### config.mk
export PLATFORM = sky130hd
export DESIGN_NAME = key_click_decoder
export DESIGN_NICKNAME = d
export VERILOG_FILES = /design/src/rtl/key_pkg.sv /design/src/rtl/key_gap_timer.sv /design/src/rtl/key_click_decoder.sv
export SDC_FILE = /design/constraint.sdc
export NUM_CORES = 1
export LEC_CHECK = 0
export ABC_AREA = 0
export CAP_MARGIN = 10
export CORE_MARGIN = 3
export CORE_UTILIZATION = 42
export DETAILED_ROUTE_END_ITERATION = 16
export PLACE_DENSITY = 0.7
export SLEW_MARGIN = 0
export SYNTH_ARGS = -nofsm -noshare
export SYNTH_HDL_FRONTEND = slang
export SYNTH_SLANG_ARGS = --single-unit
### constraint.sdc
create_clock -name clk_i -period 2.5 [get_ports clk_i]
set_input_delay 0.5 -clock clk_i [delete_from_list [all_inputs] [get_ports clk_i]]
set_output_delay 0.5 -clock clk_i [all_outputs]
set_load 0.03 [all_outputs]
### src/rtl/key_pkg.sv
// rtl/key_pkg.sv - shared click-decoder state type and default timing constants
package key_pkg;

  typedef enum logic [1:0] {
    IDLE   = 2'd0,
    COUNT  = 2'd1,
    REPORT = 2'd2
  } click_state_e;

  localparam int GAP_CYCLES_DEF = 50;
  localparam int MAX_CLICKS_DEF = 4;

endpackage

### src/rtl/key_gap_timer.sv
// rtl/key_gap_timer.sv - inter-click gap timer, saturating at GAP_CYCLES-1
module key_gap_timer
  import key_pkg::*;
#(
  parameter  int GAP_CYCLES = GAP_CYCLES_DEF,
  localparam int TW         = $clog2(GAP_CYCLES)
) (
  input  logic clk_i,
  input  logic rstn_i,
  input  logic clear,
  input  logic enable,
  output logic expired
);

  if (GAP_CYCLES < 2) begin : g_bad_gap
    $error("key_gap_timer: GAP_CYCLES must be >= 2");
  end

  logic [TW-1:0] timer;

  assign expired = (timer == TW'(GAP_CYCLES - 1));

  // Holding at the expiry value keeps the counter from ever wrapping.
  always_ff @(posedge clk_i or negedge rstn_i) begin
    if (!rstn_i) begin
      timer <= '0;
    end else if (clear) begin
      timer <= '0;
    end else if (enable && !expired) begin
      timer <= timer + 1'b1;
    end
  end

endmodule

### src/rtl/key_click_decoder.sv
// rtl/key_click_decoder.sv - groups debounced key strobes into click bursts with a valid/ready result
module key_click_decoder
  import key_pkg::*;
#(
  parameter  int GAP_CYCLES = GAP_CYCLES_DEF,
  parameter  int MAX_CLICKS = MAX_CLICKS_DEF,
  localparam int CNT_W      = $clog2(MAX_CLICKS + 1)
) (
  input  logic             clk_i,
  input  logic             rstn_i,
  input  logic             key_pressed_stb_i,
  output logic             click_valid_o,
  output logic [CNT_W-1:0] click_count_o,
  output logic             click_sat_o,
  input  logic             click_ready_i,
  output logic             busy_o,
  output logic             drop_stb_o
);

  if (GAP_CYCLES < 2) begin : g_bad_gap
    $error("key_click_decoder: GAP_CYCLES must be >= 2");
  end
  if (MAX_CLICKS < 2) begin : g_bad_max
    $error("key_click_decoder: MAX_CLICKS must be >= 2");
  end

  click_state_e state;
  logic         gap_expired;

  // Every strobe and every cycle outside COUNT restarts the gap measurement.
  key_gap_timer #(
    .GAP_CYCLES(GAP_CYCLES)
  ) u_gap_timer (
    .clk_i  (clk_i),
    .rstn_i (rstn_i),
    .clear  (key_pressed_stb_i || (state != COUNT)),
    .enable (state == COUNT),
    .expired(gap_expired)
  );

  always_ff @(posedge clk_i or negedge rstn_i) begin
    if (!rstn_i) begin
      state         <= IDLE;
      click_count_o <= '0;
      click_sat_o   <= 1'b0;
      click_valid_o <= 1'b0;
      busy_o        <= 1'b0;
      drop_stb_o    <= 1'b0;
    end else begin
      drop_stb_o <= 1'b0;
      case (state)
        IDLE: begin
          if (key_pressed_stb_i) begin
            state         <= COUNT;
            click_count_o <= CNT_W'(1);
            click_sat_o   <= 1'b0;
            busy_o        <= 1'b1;
          end
        end
        COUNT: begin
          // A strobe landing on the expiry cycle extends the burst.
          if (key_pressed_stb_i) begin
            if (click_count_o < CNT_W'(MAX_CLICKS)) begin
              click_count_o <= click_count_o + 1'b1;
            end else begin
              click_sat_o <= 1'b1;
            end
          end else if (gap_expired) begin
            state         <= REPORT;
            click_valid_o <= 1'b1;
          end
        end
        REPORT: begin
          if (click_ready_i) begin
            click_valid_o <= 1'b0;
            if (key_pressed_stb_i) begin
              state         <= COUNT;
              click_count_o <= CNT_W'(1);
              click_sat_o   <= 1'b0;
            end else begin
              state  <= IDLE;
              busy_o <= 1'b0;
            end
          end else if (key_pressed_stb_i) begin
            drop_stb_o <= 1'b1;
          end
        end
        default: begin
          state         <= IDLE;
          click_valid_o <= 1'b0;
          busy_o        <= 1'b0;
        end
      endcase
    end
  end

endmodule

# Yosys cells after proc, flatten, opt, wreduce, memory -nomap -nowiden
# Cells that the tools add are included.
dict set report word_totals {
  reg_bits 15
  inputBits 4
  output_inout_bits 7
  word_cells 64
}
dict set report op_classes {
  n_addsub 2
  magnitude_cmp 1
  eq_ne 12
  n_mux 29
  bitwise 2
  reduce_logical 11
}
# op n
set op_table {}
lappend op_table {{$reduce_and 4->1} 5}
lappend op_table {{$ne 2x2->1 const B} 8}
lappend op_table {{$mux 1} 14}
lappend op_table {{$mux 3} 4}
lappend op_table {{$mux 6} 2}
lappend op_table {{$pmux 1 s3} 3}
lappend op_table {{$pmux 3 s3} 1}
lappend op_table {{$mux 2} 4}
lappend op_table {{$add 6x1->6 const B} 1}
lappend op_table {{$eq 6x6->1 const B} 1}
lappend op_table {{$pmux 2 s3} 1}
lappend op_table {{$add 3x1->3 const B} 1}
lappend op_table {{$lt 3x3->1 const B} 1}
lappend op_table {{$reduce_bool 3->1} 1}
lappend op_table {{$eq 2x1->1 const B} 1}
lappend op_table {{$eq 2x2->1 const B} 1}
lappend op_table {{$logic_not 2->1} 1}
lappend op_table {{$ne 2x1->1 const B} 1}
lappend op_table {{$not 1->1} 2}
lappend op_table {{$reduce_bool 2->1} 1}
lappend op_table {{$logic_and 1x1->1} 1}
lappend op_table {{$logic_not 1->1} 1}
lappend op_table {{$logic_or 1x1->1} 1}

# Logic depth before layout (Yosys ltp)
# Gate-level depths: netlist (run 1).
dict set report logic_depth {
  ltp_word 5
  depth_mapped 5
  ltp_nobuf 5
}

# Hierarchy
# Synthesis (run 1) repeated with hierarchy kept, for this count alone.
dict set report hier_totals {
  cells_unflattened 83
  area_unflattened_um2 833.3
}
# mod n_inst cells_each area_each_um2 seq_area_each_um2
set by_module_without_submodules {}
lappend by_module_without_submodules {key_click_decoder 1 46 479.2 225.2}
lappend by_module_without_submodules {key_gap_timer 1 37 354.1 150.1}

# Worst setup path after synthesis (run 1)
# OpenSTA, ideal clock, no wires.
dict set report synth_timing {
  path_kind {input-to-reg}
  start {input port key_pressed_stb_i}
  end {register u_gap_timer.timer[1]}
  setup_ns 0.095
  arrival_time_ns 1.501
  required_time_ns 2.405
  setup_slack_ns 0.903
  path_stages 4
  path_buffers 1
  cell_sequence {or3b_1 > buf_2 > or4_1 > o31ai_1}
}
dict set report synth_between {
  elab_chain_cells 2
  elab_cells_between_ends 3
  cone_classes {1 x mux; 2 x reduce/logical}
}
# item line_no
set synth_rtl {}
lappend synth_rtl {{start, declared} key_click_decoder.sv:11} ;# input logic key_pressed_stb_i,
lappend synth_rtl {{$logic_or 1x1->1 *} key_click_decoder.sv:36} ;# .clear (key_pressed_stb_i || (state != COUNT)),
lappend synth_rtl {{$mux 6 or $reduce_bool 2->1 (tied branches)} n/a}
lappend synth_rtl {{end signal, assigned} key_gap_timer.sv:30} ;# timer <= timer + 1'b1;
lappend synth_rtl {{end, declared} key_gap_timer.sv:19} ;# logic [TW-1:0] timer;
# Every way passes the cells marked *; elsewhere a longest branch is shown, timed or not.
# A chain may end at the register's enable or synchronous reset.

# Final worst setup path (run 1)
dict set report layout_timing {
  start {register click_count_o[2]}
  end {output port click_count_o[2]}
}
# item line_no
set layout_lines {}
lappend layout_lines {{start, declared} key_click_decoder.sv:13} ;# output logic [CNT_W-1:0] click_count_o,
lappend layout_lines {{start signal, assigned} key_click_decoder.sv:64} ;# click_count_o <= click_count_o + 1'b1;
# No word-level cell between the ends.

==> reports/results.txt, run 1 <==
result of the run: finished clean
number of global-route vias before repair: 472
chain of cells forming the critical path: clkdlybuf4s50_1
most frequent cells in the layout: sky130_fd_sc_hd__dfrtp_1, sky130_fd_sc_hd__clkdlybuf4s50_1, sky130_fd_sc_hd__nor2_1
slowest stage cell on the critical path: sky130_fd_sc_hd__clkdlybuf4s50_1
row cnt: 14
GR Util All Layers: 12.8%
total length of routed wires: 1260 um
number of register bits inferred by synthesis: 15
simple-gate portion of the synthesized area: 19.9%
Psw: 166 uW
worst setup skew after layout: 0.00110 ns
buffer count from post-CTS setup fixing: 0
initial core utilization: 46.3%
DRC Markers: 0
router iterations before antenna repair: 4
largest family of logic cells by synthesized area: simple AND/OR/NAND/NOR gates
RePlAce Congestion: 0.835
fraction of power spent switching nets: 29.7%
Critical Path RT: 2.00 ns
Setup Slack @ Placement: 0.324 ns
post-synthesis cell count: 69
max_cap viols: 0
part of the total power dissipated in combinational logic: 25.4%
min-delay src: click_valid_o
average detailed-routed wire length per instance: 13.1 um
area of the mapped netlist: 731 um^2
Worst Max-Slew Pin Slew: 0.657 ns
worst path setup slack after routing: 0.594 ns
via density per instance: 5.73
Reg2Reg Depth: 3
distinct cell type count after synthesis: 28
first-pass GRT wire length: 1990 um
Max IR drop VDD: 0.000442 V
time the final worst path needs with I/O delays and setup: 1.91 ns
maximum number of pins on one net before global-route repair: 16
Hold Vio Cnt, Final: 0
GRT overflow: 0
Die Y-Extent: 47.7 um
Port Buf Inserts: 10
final critical-path share of the clock period: 76.2%
drt first-iter violations: 12
power density over the cells: 650 nW/um^2
final-layout setup total negative slack: 0 ns
number of buffers created by CTS: 3
unrepaired setup endpoints after global routing: no
top-level port count: 11
Post-Synthesis Net Count: 76
top post-synthesis cells by area: sky130_fd_sc_hd__dfrtp_1, sky130_fd_sc_hd__ha_1, sky130_fd_sc_hd__a22o_1, sky130_fd_sc_hd__o21ai_0, sky130_fd_sc_hd__mux2_2
maximum single-stage delay on the critical path: 0.70 ns
fraction of synthesized area in multiplexers: 3.08%
clock tree from TritonCTS: built
Bufs on Longest Clock Path: 2
FF-to-FF setup slack: 0.82 ns
share of synthesized cell area in full adder, half adder and majority cells: 5.14%
number of warnings printed during yosys synthesis: 0
worst slew margin relative to its limit: 56.1%
number of nets in the layout: 88
hold path depth: 1
endpoint with the worst hold slack: click_valid_o
clock share of power: 24.1%
highest achievable clock rate: 525 MHz
total area of multi-input combinational cells: 332 um^2
Pleak: 0.000368 uW
reg-to-reg startpoint: state[0]
placeable core region: 1580 um^2
number of endpoints failing setup at the final stage: 0
die footprint: 2280 um^2
clock sink count: 15
synthesized area per cell: 10.6 um^2
half-perimeter wire length after detailed placement: 909 um
# resized after CTS: 0
number of filler instances in the final layout: 144
Yosys top cell by area: sky130_fd_sc_hd__dfrtp_1
worst hold path type: reg -> reg
Reg area: 375 um^2
remaining number of nets flagged by the antenna check after routing: 0
share of layout cells above drive strength 1: 6.25%
Die Width: 47.7 um
Clock Tree Root: sky130_fd_sc_hd__clkbuf_4
Slew Viols, Final: 0
routed vias: 550
Worst R2R End: u_gap_timer.timer[1]
clock slew at the register clock pins of the worst setup and hold paths: 0.08 ns
worst skew pair latency: 0.28 ns
internal power consumption: 393 uW
compound-gate portion of the synthesized area: 13.7%
Critical path buffers and inverters: 1
number of diodes: 0
proportion of netlist area held by the largest area contributor: 51.4%
commonest non-fill, non-tap cell in the layout: sky130_fd_sc_hd__dfrtp_1
Tot Pwr: 560 uW
sequential group share of total power: 50.5%
xor/xnor share of the synthesized area: 3.60%
critical path start-end classification: reg -> out
kind of end point of the critical path: primary output
portion of the post-synthesis area used by sequential elements: 51.4%
area grow syn2layout: 17.8%
Worst Path Max Fanout: 5
CP Launch Type: register
CTS Hold Bufs: 0
htree depth: 1
Worst EP arrival: 1.41 ns
number of antenna violations at the first check in global routing: 0
cell family with most CP delay: buffers and inverters
-- state kept, by name, summed over array words and instances (netlist names) --
signal / count
click_valid_o: 1
u_gap_timer.timer: 6
click_count_o: 3
drop_stb_o: 1
state: 2
click_sat_o: 1
busy_o: 1
-- per-layer routing --
| layer | wire length [um] | GRT usage, % |
|---|---|---|
| met2 | 524 | 16.6 |
| met1 | 660 | 17.8 |
| met3 | 60 | 6.77 |
| met5 | 0 | 0 |
| met4 | 15 | 4.84 |
-- synthesized netlist by cell type --
cell	count
sky130_fd_sc_hd__a22o_1	3
sky130_fd_sc_hd__nor2b_1	3
sky130_fd_sc_hd__or4_1	1
sky130_fd_sc_hd__or3_1	1
sky130_fd_sc_hd__ha_1	3
sky130_fd_sc_hd__buf_2	1
sky130_fd_sc_hd__nand3b_1	2
sky130_fd_sc_hd__inv_1	2
sky130_fd_sc_hd__o31ai_1	1
sky130_fd_sc_hd__a22oi_1	1
sky130_fd_sc_hd__clkbuf_1	1
sky130_fd_sc_hd__nand3_1	2
sky130_fd_sc_hd__o32ai_1	1
sky130_fd_sc_hd__nand2_1	3
sky130_fd_sc_hd__a21oi_1	2
sky130_fd_sc_hd__nor3b_1	1
sky130_fd_sc_hd__a21o_1	2
sky130_fd_sc_hd__nand4b_1	1
sky130_fd_sc_hd__nor3_1	2
sky130_fd_sc_hd__xor2_1	2
sky130_fd_sc_hd__o21ai_0	5
sky130_fd_sc_hd__xnor2_1	1
sky130_fd_sc_hd__or3b_1	1
sky130_fd_sc_hd__nor2_1	6
sky130_fd_sc_hd__buf_4	1
sky130_fd_sc_hd__mux2_2	2
sky130_fd_sc_hd__dfrtp_1	15
sky130_fd_sc_hd__nand2b_1	3
-- layout make-up --
type / instances / share of cell area, %
Tap cell: 16 / 2.33
Sequential cell: 15 / 43.6
Multi-Input combinational cell: 49 / 38.5
Timing Repair Buffer: 10 / 11.6
Inverter: 2 / 0.872
Clock buffer: 4 / 3.05
-- how the worst max path moves through the flow --
stage,from,to,cells past startpoint
3_3_place_gp,key_pressed_stb_i,u_gap_timer.timer[1],4
2_1_floorplan,key_pressed_stb_i,u_gap_timer.timer[1],4
3_5_place_dp,key_pressed_stb_i,u_gap_timer.timer[1],4
5_1_grt,click_count_o[2],click_count_o[2],1
6_report,click_count_o[2],click_count_o[2],1
4_1_cts,click_count_o[2],click_count_o[2],1
-- per-stage QoR --
stage          utilization [%]  cells  hold WS (ns)  cell area, um^2
2_1_floorplan                -     69         0.204              731
3_3_place_gp              52.9     92         0.503              835
3_5_place_dp              52.9     92         0.490              835
4_1_cts                   54.6     96         0.515              861
5_1_grt                   54.6     96         0.536              861
6_report                  54.6     96         0.508              861
-- power groups by stage --
stage / Clock, uW / Sequential [uW] / Combinational (uW)
6_report: 135 / 283 / 142
3_3_place_gp: 0 / 287 / 143
2_1_floorplan: 0 / 320 / 54.8
3_5_place_dp: 0 / 287 / 143
4_1_cts: 141 / 283 / 144
5_1_grt: 151 / 285 / 156
-- cell families (layout without fill, tap and decap cells) --
group           count (synthesis)  after routing
compound gates                 15             15
xor+xnor                        3              3
mux                             2              2
flops                          15             15
simple gates                   26             26
buf+inv                         5             16
fa+ha+maj                       3              3
Note: power is estimated with default switching activity, not from simulation.
==> inputs of run 2 (changes only) <==
Settings changed: PLACE_DENSITY 0.7 to 0.72.
Clock period 2.5 ns to 1.65 ns, I/O delays scaled along.
==> run 2 against run 1 <==
Cell count grew 8.3%; register-to-register slack worse by 0.65 ns; critical path depth unchanged; critical path type unchanged; largest power group unchanged; highest routed layer unchanged.
==> reports/results.txt, run 2 (synthesized netlist as in run 1, its figures left out) <==
result of the run: finished clean (unchanged)
average detailed-routed wire length per instance: 13.1 um (about the same)
Final Non-Filler Cells: 104 (was 96)
kind of end point of the critical path: primary output (unchanged)
biggest regs: u_gap_timer.timer (6), click_count_o (3), state (2) (unchanged)
routed vias: 566 (was 550)
Reg2Reg Depth: 3 (unchanged)
via density per instance: 5.44 (was 5.73)
number of diodes: 0 (unchanged)
register name with the most flops: u_gap_timer.timer (unchanged)
Bufs on Longest Clock Path: 2 (unchanged)
die footprint: 2280 um^2 (unchanged)
total length of routed wires: 1370 um (was 1260 um)
placeable core region: 1580 um^2 (unchanged)
Die Y-Extent: 47.7 um (unchanged)
remaining number of nets flagged by the antenna check after routing: 0 (unchanged)
number of endpoints failing setup at the final stage: 0 (unchanged)
top-level port count: 11 (unchanged)
highest achievable clock rate: 631 MHz
FF-to-FF setup slack: 0.17 ns (was 0.82 ns)
Hold Vio Cnt, Final: 0 (unchanged)
Worst Max-Slew Pin Slew: 0.320 ns (was 0.657 ns)
worst hold margin: 0.361 ns (was 0.508 ns)
row cnt: 14 (unchanged)
number of global-route vias before repair: 513 (was 472)
unrepaired setup endpoints after global routing: no (unchanged)
number of buffers created by CTS: 3 (unchanged)
Clock Tree Root: sky130_fd_sc_hd__clkbuf_4 (unchanged)
maximum number of pins on one net before global-route repair: 16 (unchanged)
CTS Hold Bufs: 0 (unchanged)
commonest non-fill, non-tap cell in the layout: sky130_fd_sc_hd__dfrtp_1 (unchanged)
Port Buf Inserts: 10 (unchanged)
power density over the cells: 917 nW/um^2 (was 650 nW/um^2)
number of nets in the layout: 96 (was 88)
worst setup skew after layout: 0.00465 ns (was 0.00110 ns)
max_cap viols: 0 (unchanged)
Critical path buffers and inverters: 1 (unchanged)
number of filler instances in the final layout: 150 (was 144)
dpl cell area: 895 um^2 (was 835 um^2)
time the final worst path needs with I/O delays and setup: 1.59 ns
final critical-path share of the clock period: 96.1%
maximum single-stage delay on the critical path: 0.66 ns (was 0.70 ns)
chain of cells forming the critical path: clkdlybuf4s50_1 (unchanged)
final-layout setup total negative slack: 0 ns (unchanged)
Die Width: 47.7 um (unchanged)
GR Util All Layers: 13.7% (was 12.8%)
GRT overflow: 0 (unchanged)
router iterations before antenna repair: 4 (unchanged)
worst slew margin relative to its limit: 78.6% (was 56.1%)
Slew Viols, Final: 0 (unchanged)
most frequent cells in the layout: sky130_fd_sc_hd__dfrtp_1, sky130_fd_sc_hd__buf_4, sky130_fd_sc_hd__nor2_1 (was sky130_fd_sc_hd__dfrtp_1, sky130_fd_sc_hd__clkdlybuf4s50_1, sky130_fd_sc_hd__nor2_1)
share of layout cells above drive strength 1: 14.8% (was 6.25%)
flip-flop count of the largest register after layout: 6 (unchanged)
clock slew at the register clock pins of the worst setup and hold paths: 0.09 ns (was 0.08 ns)
number of antenna violations at the first check in global routing: 0 (unchanged)
cell family with most CP delay: buffers and inverters (unchanged)
DRC Markers: 0 (unchanged)
RePlAce Congestion: 0.726 (was 0.835)
clock tree from TritonCTS: built (unchanged)
worst path setup slack after routing: 0.0644 ns (was 0.594 ns)
total area of multi-input combinational cells: 332 um^2 (unchanged)
Worst EP arrival: 1.26 ns (was 1.41 ns)
Max IR drop VDD: 0.000637 V (was 0.000442 V)
worst skew pair latency: 0.27 ns (was 0.28 ns)
Post-Place Cells: 100 (was 92)
Critical Path RT: 1.32 ns (was 2.00 ns)
first-pass GRT wire length: 2190 um (was 1990 um)
reg-to-reg startpoint: state[0] (unchanged)
clock sink count: 15 (unchanged)
final standard cell area without fillers: 917 um^2 (was 861 um^2)
worst hold path type: in -> async (was reg -> reg)
Worst Path Max Fanout: 1 (was 5)
drt first-iter violations: 8 (was 12)
htree depth: 1 (unchanged)
half-perimeter wire length after detailed placement: 1010 um (was 909 um)
Worst R2R End: u_gap_timer.timer[1] (unchanged)
Setup Slack @ Placement: -0.188 ns (was 0.324 ns)
slowest stage cell on the critical path: sky130_fd_sc_hd__clkdlybuf4s50_1 (unchanged)
CP Launch Type: register (unchanged)
area grow syn2layout: 25.5% (was 17.8%)
critical path start-end classification: reg -> out (unchanged)
initial core utilization: 46.3% (unchanged)
Reg area: 375 um^2 (unchanged)
Pleak: 0.000426 uW (was 0.000368 uW)
==> run 2: cell count changes in the layout (fill, tap and decap cells not counted), sizes merged <==
cell / change
dlygate4sd2: +5
buf: +8
clkdlybuf4s50: -6
dlymetal6s2s: +1
==> run 2: worst register-to-register path, stage by stage, from the launching register on <==
cell                      delay [ns]
sky130_fd_sc_hd__dfrtp_1        0.45
sky130_fd_sc_hd__or3b_1         0.39
sky130_fd_sc_hd__or4_1          0.48
sky130_fd_sc_hd__o31ai_1        0.08
==> run 2: routing by layer <==
metal,vias to the layer above,share of wire (%),global-route usage [%]
met3,2,3.1,3.76
li1,284,-,-
met1,273,51,18.0
met2,7,45,21.9
met4,0,0.88,4.30
met5,-,0,0
==> run 2: cell type report <==
cell class / count / area share, %
well taps: 16 / 2.18
flip-flops and latches: 15 / 40.9
repair buffers: 18 / 17.1
multi-input cells: 49 / 36.2
inverters: 2 / 0.819
clock buffers: 4 / 2.86
==> run 2: where the power goes <==
part / switching (uW) / internal (uW)
Sequential: 30.3 / 400
Combinational: 115 / 90.8
Clock: 112 / 93.3
Total: 257 / 584
==> run 2: worst max path at each step <==
stage / cells after the start / startpoint / to / slack, ns
2_1_floorplan: 5 / state[0] / u_gap_timer.timer[1] / 0.12
3_3_place_gp: 4 / key_pressed_stb_i / u_gap_timer.timer[1] / -0.16
3_5_place_dp: 5 / key_pressed_stb_i / click_count_o[0] / -0.19
4_1_cts: 1 / click_valid_o / click_valid_o / 0.004
5_1_grt: 1 / drop_stb_o / drop_stb_o / 0.01
6_report: 1 / drop_stb_o / drop_stb_o / 0.06
==> run 2: what timing repair did <==
item	CTS	global route
cloned	0	0
setup buffers	0	0
setup endpoints to repair	5	1
gates resized for setup	5	1
==> run 2: through the flow <==
| stage | util (%) | power, uW |
|---|---|---|
| floorplan | - | 568 |
| global placement | 56.7 | 661 |
| detailed placement | 56.7 | 664 |
| CTS | 58.0 | 853 |
| global route | 58.2 | 899 |
| finish | 58.2 | 841 |
